===== config.mk =====
export PLATFORM = sky130hd
export DESIGN_NAME = vend_change_ctrl
export DESIGN_NICKNAME = d
export VERILOG_FILES = /design/src/rtl/vend_change_ctrl.sv
export SDC_FILE = /design/constraint.sdc
export NUM_CORES = 1
export LEC_CHECK = 0
export CAP_MARGIN = 40
export CORE_ASPECT_RATIO = 1.2
export CORE_MARGIN = 1.5
export CORE_UTILIZATION = 25
export DETAILED_ROUTE_END_ITERATION = 6
export GPL_TIMING_DRIVEN = 0
export MAX_ROUTING_LAYER = met4
export PLACE_DENSITY_LB_ADDON = 0.05
export SLEW_MARGIN = 20
export SYNTH_ARGS = -nofsm -noshare
export SYNTH_HDL_FRONTEND = slang
export SYNTH_SLANG_ARGS = --single-unit
export TNS_END_PERCENT = 20

===== constraint.sdc =====
create_clock -name clock -period 3.3 [get_ports clock]
set_clock_uncertainty 0.15 [all_clocks]
set_input_delay 0.66 -clock clock [delete_from_list [all_inputs] [get_ports clock]]
set_output_delay 0.66 -clock clock [all_outputs]
set_load 0.02 [all_outputs]

===== src/rtl/vend_change_ctrl.sv =====
// vend_change_ctrl: priced vending sequencer. Collects 5/10-cent coins,
// requests a product once credit reaches PRICE, and pays back excess or
// cancelled credit as one 5-cent change pulse per cycle.
module vend_change_ctrl #(
    parameter int PRICE    = 3,
    parameter int CREDIT_W = 4
) (
    input  logic                clock,
    input  logic                reset,
    input  logic [1:0]          coin,
    input  logic                cancel,
    input  logic                disp_ack,
    output logic                disp_req,
    output logic                change_out,
    output logic                coin_reject,
    output logic                busy,
    output logic [CREDIT_W-1:0] credit
);

    typedef enum logic [1:0] {
        COLLECT  = 2'd0,
        DISPENSE = 2'd1,
        RETURN   = 2'd2
    } state_t;

    localparam logic [CREDIT_W-1:0] PRICE_C = CREDIT_W'(PRICE);
    localparam logic [CREDIT_W-1:0] ONE_C   = CREDIT_W'(1);

    state_t              state_q, state_d;
    logic [CREDIT_W-1:0] credit_q, credit_d;
    logic                coin_reject_q, coin_reject_d;

    logic [CREDIT_W-1:0] coin_add;
    logic [CREDIT_W-1:0] credit_sum;
    logic [CREDIT_W-1:0] credit_rem;

    // State, credit and reject-pulse registers; reset discards any credit.
    always_ff @(posedge clock) begin
        if (reset) begin
            state_q       <= COLLECT;
            credit_q      <= '0;
            coin_reject_q <= 1'b0;
        end else begin
            state_q       <= state_d;
            credit_q      <= credit_d;
            coin_reject_q <= coin_reject_d;
        end
    end

    // Next-state and credit arithmetic for the three-state sequencer.
    always_comb begin
        state_d       = state_q;
        credit_d      = credit_q;
        coin_reject_d = 1'b0;

        // Coin value in 5-cent units; the invalid code contributes nothing.
        case (coin)
            2'b01:   coin_add = ONE_C;
            2'b10:   coin_add = CREDIT_W'(2);
            default: coin_add = '0;
        endcase

        // Max reachable credit is PRICE+1, which fits for legal PRICE values.
        credit_sum = credit_q + coin_add;
        credit_rem = credit_q - PRICE_C;

        case (state_q)
            COLLECT: begin
                coin_reject_d = (coin == 2'b11);
                credit_d      = credit_sum;
                // Reaching the price wins over a simultaneous cancel.
                if (credit_sum >= PRICE_C) begin
                    state_d = DISPENSE;
                end else if (cancel && (credit_sum != '0)) begin
                    state_d = RETURN;
                end
            end
            DISPENSE: begin
                // Coin path is closed while the dispenser is working.
                coin_reject_d = (coin != 2'b00);
                if (disp_ack) begin
                    credit_d = credit_rem;
                    state_d  = (credit_rem != '0) ? RETURN : COLLECT;
                end
            end
            RETURN: begin
                coin_reject_d = (coin != 2'b00);
                // One change coin per cycle; the last one lands back in COLLECT.
                if (credit_q <= ONE_C) begin
                    credit_d = '0;
                    state_d  = COLLECT;
                end else begin
                    credit_d = credit_q - ONE_C;
                end
            end
            default: begin
                credit_d = '0;
                state_d  = COLLECT;
            end
        endcase
    end

    // Moore outputs decoded from the registered state.
    always_comb begin
        disp_req    = (state_q == DISPENSE);
        change_out  = (state_q == RETURN);
        busy        = (state_q != COLLECT);
        coin_reject = coin_reject_q;
        credit      = credit_q;
    end

endmodule


== Word level (Yosys, flattened, before mapping) ==
Cells that the tools add are included.

* Flip-flop bits (word level): 7
* Logic and storage cells: 35
* Output and inout bits: 8
* Bits of input ports: 6

* Add/subtract/negate cells: 3
* Reductions and logical operators: 8
* Mux-type cells: 11
* Equal/unequal tests: 8
* Magnitude comparators: 2

{| class="wikitable"
|+ Operators with widths
! operator !! number
|-
| 4-bit case mux with 3 select lines || 1
|-
| 2-bit 2-to-1 mux || 5
|-
| 4-bit 2-to-1 mux || 2
|-
| 4-bit nonzero test || 2
|-
| 2-bit == test (second input constant) || 3
|-
| 2-bit case mux with 3 select lines || 1
|-
| 4-bit adder || 1
|-
| 2-bit by 1-bit == test with 1-bit output (second input constant) || 2
|-
| 4-bit by 2-bit greater-or-equal comparator with 1-bit output (second input constant) || 1
|-
| 4-bit by 1-bit less-or-equal comparator with 1-bit output (second input constant) || 1
|-
| 2-bit case mux with 2 select lines || 1
|-
| 2-bit nonzero test || 2
|-
| 4-bit by 1-bit subtractor with 4-bit output (second input constant) || 1
|-
| 4-bit by 2-bit subtractor with 4-bit output (second input constant) || 1
|-
| 3-bit != test (second input constant) || 1
|-
| 3-bit AND reduction || 1
|-
| 2-bit zero test || 1
|-
| 2-bit by 1-bit != test with 1-bit output (second input constant) || 1
|-
| 2-bit != test (second input constant) || 1
|-
| 1-bit case mux with 2 select lines || 1
|-
| 2-bit OR reduction || 1
|-
| 1-bit logical AND || 1
|}

== Depth between registers and ports, before layout ==
Gate-level depths: netlist of the first run.

* Depth after elaboration: 8
* Gate-level depth with buffers: 7
* Gate-level depth less buffers: 7

== Least setup slack after synthesis of the first run ==
No wires, ideal clock.

* Path kind: input to register
* Start: input port coin[0]
* End: register state_q[1]
* Library setup time: 0.122 ns
* Required time: 3.028 ns
* Path slack: 0.853 ns
* Path buffers: 0
* Stages: 7
* Arrival: 2.175 ns
* Cells stage by stage: nor2b_1 ha_1 fa_1 o21ai_0 nand2_1 o311a_1 o32a_1

* Longest elaborated chain between the ends: 7
* Elaborated cells on any way between the ends: 11
* Classes of those cells: add/sub: 1; order compare: 1; eq/ne: 3; mux: 3; reduce/logical: 3

{| class="wikitable"
|+ Ends and longest elaborated chain
! what !! line !! text
|-
| start: declaration || 10 || <nowiki>input logic [1:0] coin,</nowiki>
|-
| 2-bit == test / 2-bit by 1-bit == test with 1-bit output (equally long branches) || 57 || <nowiki>case (coin)</nowiki>
|-
| 2-bit case mux with 2 select lines (*) || 57 ||
|-
| 4-bit adder (*) || 64 || <nowiki>credit_sum = credit_q + coin_add;</nowiki>
|-
| branches (longest 4 deep; another with 4-bit by 2-bit greater-or-equal comparator with 1-bit output) || - ||
|-
| end signal: assignment || 44 || <nowiki>state_q <= state_d;</nowiki>
|-
| end: declaration || 29 || <nowiki>state_t state_q, state_d;</nowiki>
|}

Every way passes the cells marked *.
A chain may end at the register's enable or synchronous reset.

== Worst setup path in the final report of the first run ==
Ends and elaborated chain as after synthesis.

==> results of run 1 <==
[final timing paths]
path              slack [ns]         end
setup / recovery        0.49  state_q[1]
hold / removal          0.38  state_q[1]
setup reg to reg        0.88  state_q[1]
hold reg to reg         0.38  state_q[1]
[layout by cell type (no fill, tap or decap), drive strengths merged, types with 2 or more instances in the layout]
| cell type | n |
|---|---|
| a21boi | 2 |
| a21oi | 7 |
| a22oi | 2 |
| a31oi | 2 |
| buf | 4 |
| clkbuf | 5 |
| clkdlybuf4s50 | 12 |
| dfxtp | 7 |
| ha | 9 |
| inv | 8 |
| nand2 | 8 |
| nand2b | 5 |
| nand3b | 2 |
| nor2 | 4 |
| nor2b | 4 |
| o21ai | 3 |
| o2bb2ai | 2 |
| o311a | 2 |
| o311ai | 2 |
[cell families (layout without fill, tap and decap cells)]
kind of cell | Yosys count | after routing | synth area share [%]
compound gates | 31 | 31 | 31.0
simple gates | 29 | 29 | 21.6
buf+inv | 13 | 29 | 8.26
fa+ha+maj | 10 | 10 | 17.9
flops | 7 | 7 | 18.9
xor+xnor | 2 | 2 | 2.36
[layer usage]
layer | wire length, um | vias up | part of all wire [%]
met5 | 0 | - | 0
li1 | - | 372 | -
met4 | 33 | 0 | 1.6
met1 | 1080 | 350 | 53
met2 | 866 | 15 | 42
met3 | 70 | 4 | 3.4
[stage by stage]
step | worst slack, ns | cells | hold WS [ns]
floorplan | 0.853 | 92 | 0.351
global placement | 0.186 | 138 | 0.386
detailed placement | 0.183 | 138 | 0.379
CTS | 0.462 | 142 | 0.389
global route | 0.319 | 142 | 0.408
finish | 0.492 | 142 | 0.384
[power breakdown]
| part | switching [mW] | leakage, nW | internal (mW) | total (mW) |
|---|---|---|---|---|
| logic | 0.303 | 0.286 | 0.258 | 0.561 |
| registers | 0.0541 | 0.0575 | 0.119 | 0.173 |
| clock network | 0.0421 | 0.0150 | 0.0467 | 0.0888 |
| total | 0.399 | 0.359 | 0.424 | 0.823 |
[registers in the layout, indices dropped and copies added (netlist names)]
| register | cells |
|---|---|
| credit | 4 |
| coin_reject | 1 |
| state_q | 2 |
[layout make-up]
class / count / area [um2]
buffer: 5 / 31.3
fill: 326 / 1880
clock buffer: 4 / 26.3
tap: 34 / 42.5
multi-input combinational: 72 / 541
inverter: 8 / 30.0
timing repair buffer: 12 / 120
sequential: 7 / 140
==> flow_summary.json, run 1 <==
{
  "busiest_layer": "met2",
  "worstPathRequired_ns": 3.31,
  "start_kind": "primary input",
  "overflow": 0,
  "vias": 741,
  "endpoint_kind": "flip-flop",
  "cts.sinks": 7,
  "worst_pin_slew_ns": 0.416,
  "min_from": "state_q[1]",
  "synth_top_area_share_pct": 18.9,
  "cp.depth": 8,
  "ys_warn_count": 0,
  "drive_gt1_share_pct": 7.41,
  "synth.top_cells.by_count": "9 x ha_1, 8 x inv_1, 8 x nand2_1, 7 x a21oi_1, 7 x dfxtp_1",
  "ys_types": 40,
  "min_path_type": "flip-flop to flip-flop",
  "setup_violations": 0,
  "cts_resized": 0,
  "chipHeight_um": 62.7,
  "use_met1_pct": 19.1,
  "die_area_um2": 3300,
  "final_core_util_pct": 33.1,
  "relSlewSlack_pct": 71.5,
  "ys_seq_area_share_pct": 18.9,
  "antenna_left": 0,
  "wl_um": 2050,
  "die_w_um": 52.7,
  "synth-edff-count": 0,
  "nNetsFinal": 125,
  "crit_buf_inv": 1,
  "wire_per_inst_um": 14.4,
  "async_flop_share_pct": 0,
  "p_leak_nw": 0.359,
  "yosys.area.top_type": "dfxtp_1",
  "hold_depth": 1,
  "cts_max_level": 1,
  "synth_area_per_cell_um2": 8.06,
  "grt_max_degree": 12,
  "clk_latency_ns": 0.27,
  "cts_tree": "built",
  "max_freq_mhz": 356,
  "clk_pin_slew_ns": 0.07,
  "root_buffer": "clkbuf_4",
  "max_stage_delay_ns": 0.51,
  "hpwl_um": 1510,
  "maxCapViolations": 0,
  "r2r-start": "credit[0]",
  "io_buffers": 12,
  "met3_usage_pct": 3.11,
  "grt_use_total_pct": 14.8,
  "synth_area_leaders": "dfxtp_1 19%, ha_1 15%, a21oi_1 4.7%, nand2b_1 4.2%, inv_1 4.0%",
  "fin_setup_tns_ns": 0,
  "status": "complete, no violations",
  "rr_worst_depth": 6,
  "crit_arrival_ns": 2.82,
  "netlist_area_um2": 742,
  "final_area_um2": 931,
  "final_max_slew_viol_count": 0,
  "crit_path_start": "coin[0]",
  "start_util_pct": 26.4,
  "slowest_stage": "clkdlybuf4s50_1",
  "pin_count": 14,
  "drtIter0Drc": 12,
  "antenna_cells": 0,
  "grt_pass1_vias": 699,
  "grt_pass1_wl_um": 3450,
  "clockBufferDepth": 2,
  "antenna_found_initial": 0,
  "drc": 0,
  "rsz0062_at_grt": "false",
  "worstPathMaxFanout": 4,
  "syn_inst": 92,
  "synth.most_common_cell": "ha_1",
  "rows": 21,
  "path_cells": "clkdlybuf4s50_1, nor2b_1, ha_1, fa_1, o21ai_0, nand2_1, o311a_1, o32a_1",
  "core_um2": 2810,
  "dpl-instance-area_um2": 905,
  "power_mw": 0.823,
  "numCtsBuffers": 3,
  "cts_hold_buf": 0,
  "period_share_pct": 85.1,
  "ir_worst_vdd_mv": 0.297,
  "path_class": "primary input to flip-flop",
  "postCtsSetupBuffers": 0,
  "syn2layout_area_growth_pct": 25.5,
  "pwr_density_cell_nw_per_um2": 884,
  "period_needed_ns": 2.81,
  "synth_nets": 108,
  "met2_usage_pct": 21.3,
  "drt_pass1_iterations": 2,
  "hold_violations": 0,
  "synth_flop_cell": "dfxtp_1",
  "globalplace.congestion": 0.806,
  "path_delay_family": "compound AO/OA/AOI/OAI gates",
  "vias_per_cell": 5.22,
  "ys_seq_elements": 7
}
Note: power is estimated with default switching activity, not from simulation.
==> run 2, diff against run 1 <==
--- a/config.mk
+++ b/config.mk
@@ -11,7 +11,6 @@
 export CORE_UTILIZATION = 25
 export DETAILED_ROUTE_END_ITERATION = 6
 export GPL_TIMING_DRIVEN = 0
-export MAX_ROUTING_LAYER = met4
 export PLACE_DENSITY_LB_ADDON = 0.05
 export SLEW_MARGIN = 20
 export SYNTH_ARGS = -nofsm -noshare
==> run 2 against run 1 <==
Non-clock buffer count did not move. Sequential cell count did not move. Utilization did not move. Register-to-register slack barely moved. Critical endpoint unchanged. Power fell by 0.53%. Clock power fell by 2.8%. Global-route usage fell by 0.57 points. Highest routed layer unchanged. Count of clock-buffer cells in the layout did not move. Largest power group unchanged. Critical path depth did not move. Sequential share of layout area did not move.
==> flow_summary.json, run 2 (synthesized netlist as in run 1, its figures left out) <==
{
  "n_fill_cell": 326,
  "period_share_pct": 85.3,
  "met3_usage_pct": 2.63,
  "grt_max_degree": 12,
  "start_util_pct": 26.4,
  "p_leak_nw": 0.359,
  "hold_violations": 0,
  "endpoint_kind": "flip-flop",
  "max_freq_mhz": 355,
  "cts_hold_buf": 0,
  "io_buffers": 12,
  "worstPathMaxFanout": 4,
  "crit_arrival_ns": 2.82,
  "syn2layout_area_growth_pct": 25.5,
  "cts_tree": "built",
  "drtIter0Drc": 10,
  "relSlewSlack_pct": 71.9,
  "overflow": 0,
  "chipHeight_um": 62.7,
  "drive_gt1_share_pct": 7.41,
  "final_core_util_pct": 33.1,
  "postCtsSetupBuffers": 0,
  "die_area_um2": 3300,
  "path_class": "primary input to flip-flop",
  "vias": 758,
  "clk_latency_ns": 0.26,
  "ir_worst_vdd_mv": 0.296,
  "status": "complete, no violations",
  "grt_pass1_wl_um": 3440,
  "vias_per_cell": 5.34,
  "antenna_left": 0,
  "clockBufferDepth": 2,
  "wire_per_inst_um": 14.3,
  "final_common_cell": "clkdlybuf4s50_1",
  "start_kind": "primary input",
  "period_needed_ns": 2.81,
  "layout_common_cells": "12 x clkdlybuf4s50_1, 9 x ha_1, 8 x inv_1, 8 x nand2_1",
  "met2_usage_pct": 22.0,
  "pwr_density_cell_nw_per_um2": 879,
  "min_path_type": "flip-flop to flip-flop",
  "busiest_layer": "met2",
  "setup_violations": 0,
  "rsz0062_at_grt": "false",
  "antenna_cells": 0,
  "cts_resized": 0,
  "maxCapViolations": 0,
  "root_buffer": "clkbuf_4",
  "fin_setup_tns_ns": 0,
  "largest_reg_flops": 4,
  "hpwl_um": 1510,
  "die_w_um": 52.7,
  "grt_pass1_vias": 708,
  "use_met1_pct": 18.0,
  "worst_pin_slew_ns": 0.410,
  "globalplace.congestion": 0.795,
  "pin_count": 14,
  "drc": 0,
  "antenna_found_initial": 0,
  "nNetsFinal": 125,
  "place_inst": 138,
  "cts.sinks": 7,
  "clk_pin_slew_ns": 0.07,
  "cts_max_level": 1,
  "core_um2": 2810,
  "final_max_slew_viol_count": 0,
  "numCtsBuffers": 3,
  "grt_use_total_pct": 14.2,
  "rows": 21,
  "wl_um": 2040,
  "fin_cells": 142,
  "drt_pass1_iterations": 4,
  "worstPathRequired_ns": 3.31
}
==> run 2: cell counts in the layout (fill, tap and decap cells not counted) <==
No cell type changed its count.
==> run 2: cell type report <==
type	instances	area, um2	share of cell area [%]
timing repair buffer	12	120	12.9
buffer	5	31.3	3.36
sequential	7	140	15.1
tap	34	42.5	4.57
clock buffer	4	26.3	2.82
inverter	8	30.0	3.23
multi-input combinational	72	541	58.1
==> run 2: final timing paths <==
path | from | end | slack, ns | depth (start not counted)
setup / recovery | coin[0] | state_q[1] | 0.49 | 8
hold / removal | state_q[1] | state_q[1] | 0.38 | 1
setup reg to reg | credit[0] | state_q[1] | 0.89 | 6
hold reg to reg | state_q[1] | state_q[1] | 0.38 | 1
==> run 2: stage by stage <==
| step | setup WS, ns | hold WS [ns] | power (mW) | instance area, um2 |
|---|---|---|---|---|
| finish | 0.485 | 0.384 | 0.819 | 931 |
| detailed placement | 0.183 | 0.379 | 0.737 | 905 |
| global route | 0.315 | 0.408 | 0.897 | 931 |
| floorplan | 0.853 | 0.351 | 0.554 | 742 |
| CTS | 0.462 | 0.389 | 0.828 | 931 |
| global placement | 0.186 | 0.386 | 0.737 | 905 |
==> run 2: worst max-delay path, cell delays in order <==
cell and delay [ns]:
clkdlybuf4s50_1 0.51, nor2b_1 0.15, ha_1 0.23, fa_1 0.48
o21ai_0 0.17, nand2_1 0.09, o311a_1 0.37, o32a_1 0.17
==> run 2: layer usage <==
layer	vias up	wire length (um)
li1	371	-
met1	366	1030
met2	17	903
met3	4	78
met4	0	27
met5	-	0
==> run 2: where the power goes <==
group	switching, mW	internal (mW)
registers	0.0540	0.119
logic	0.301	0.258
clock network	0.0397	0.0466
total	0.395	0.424
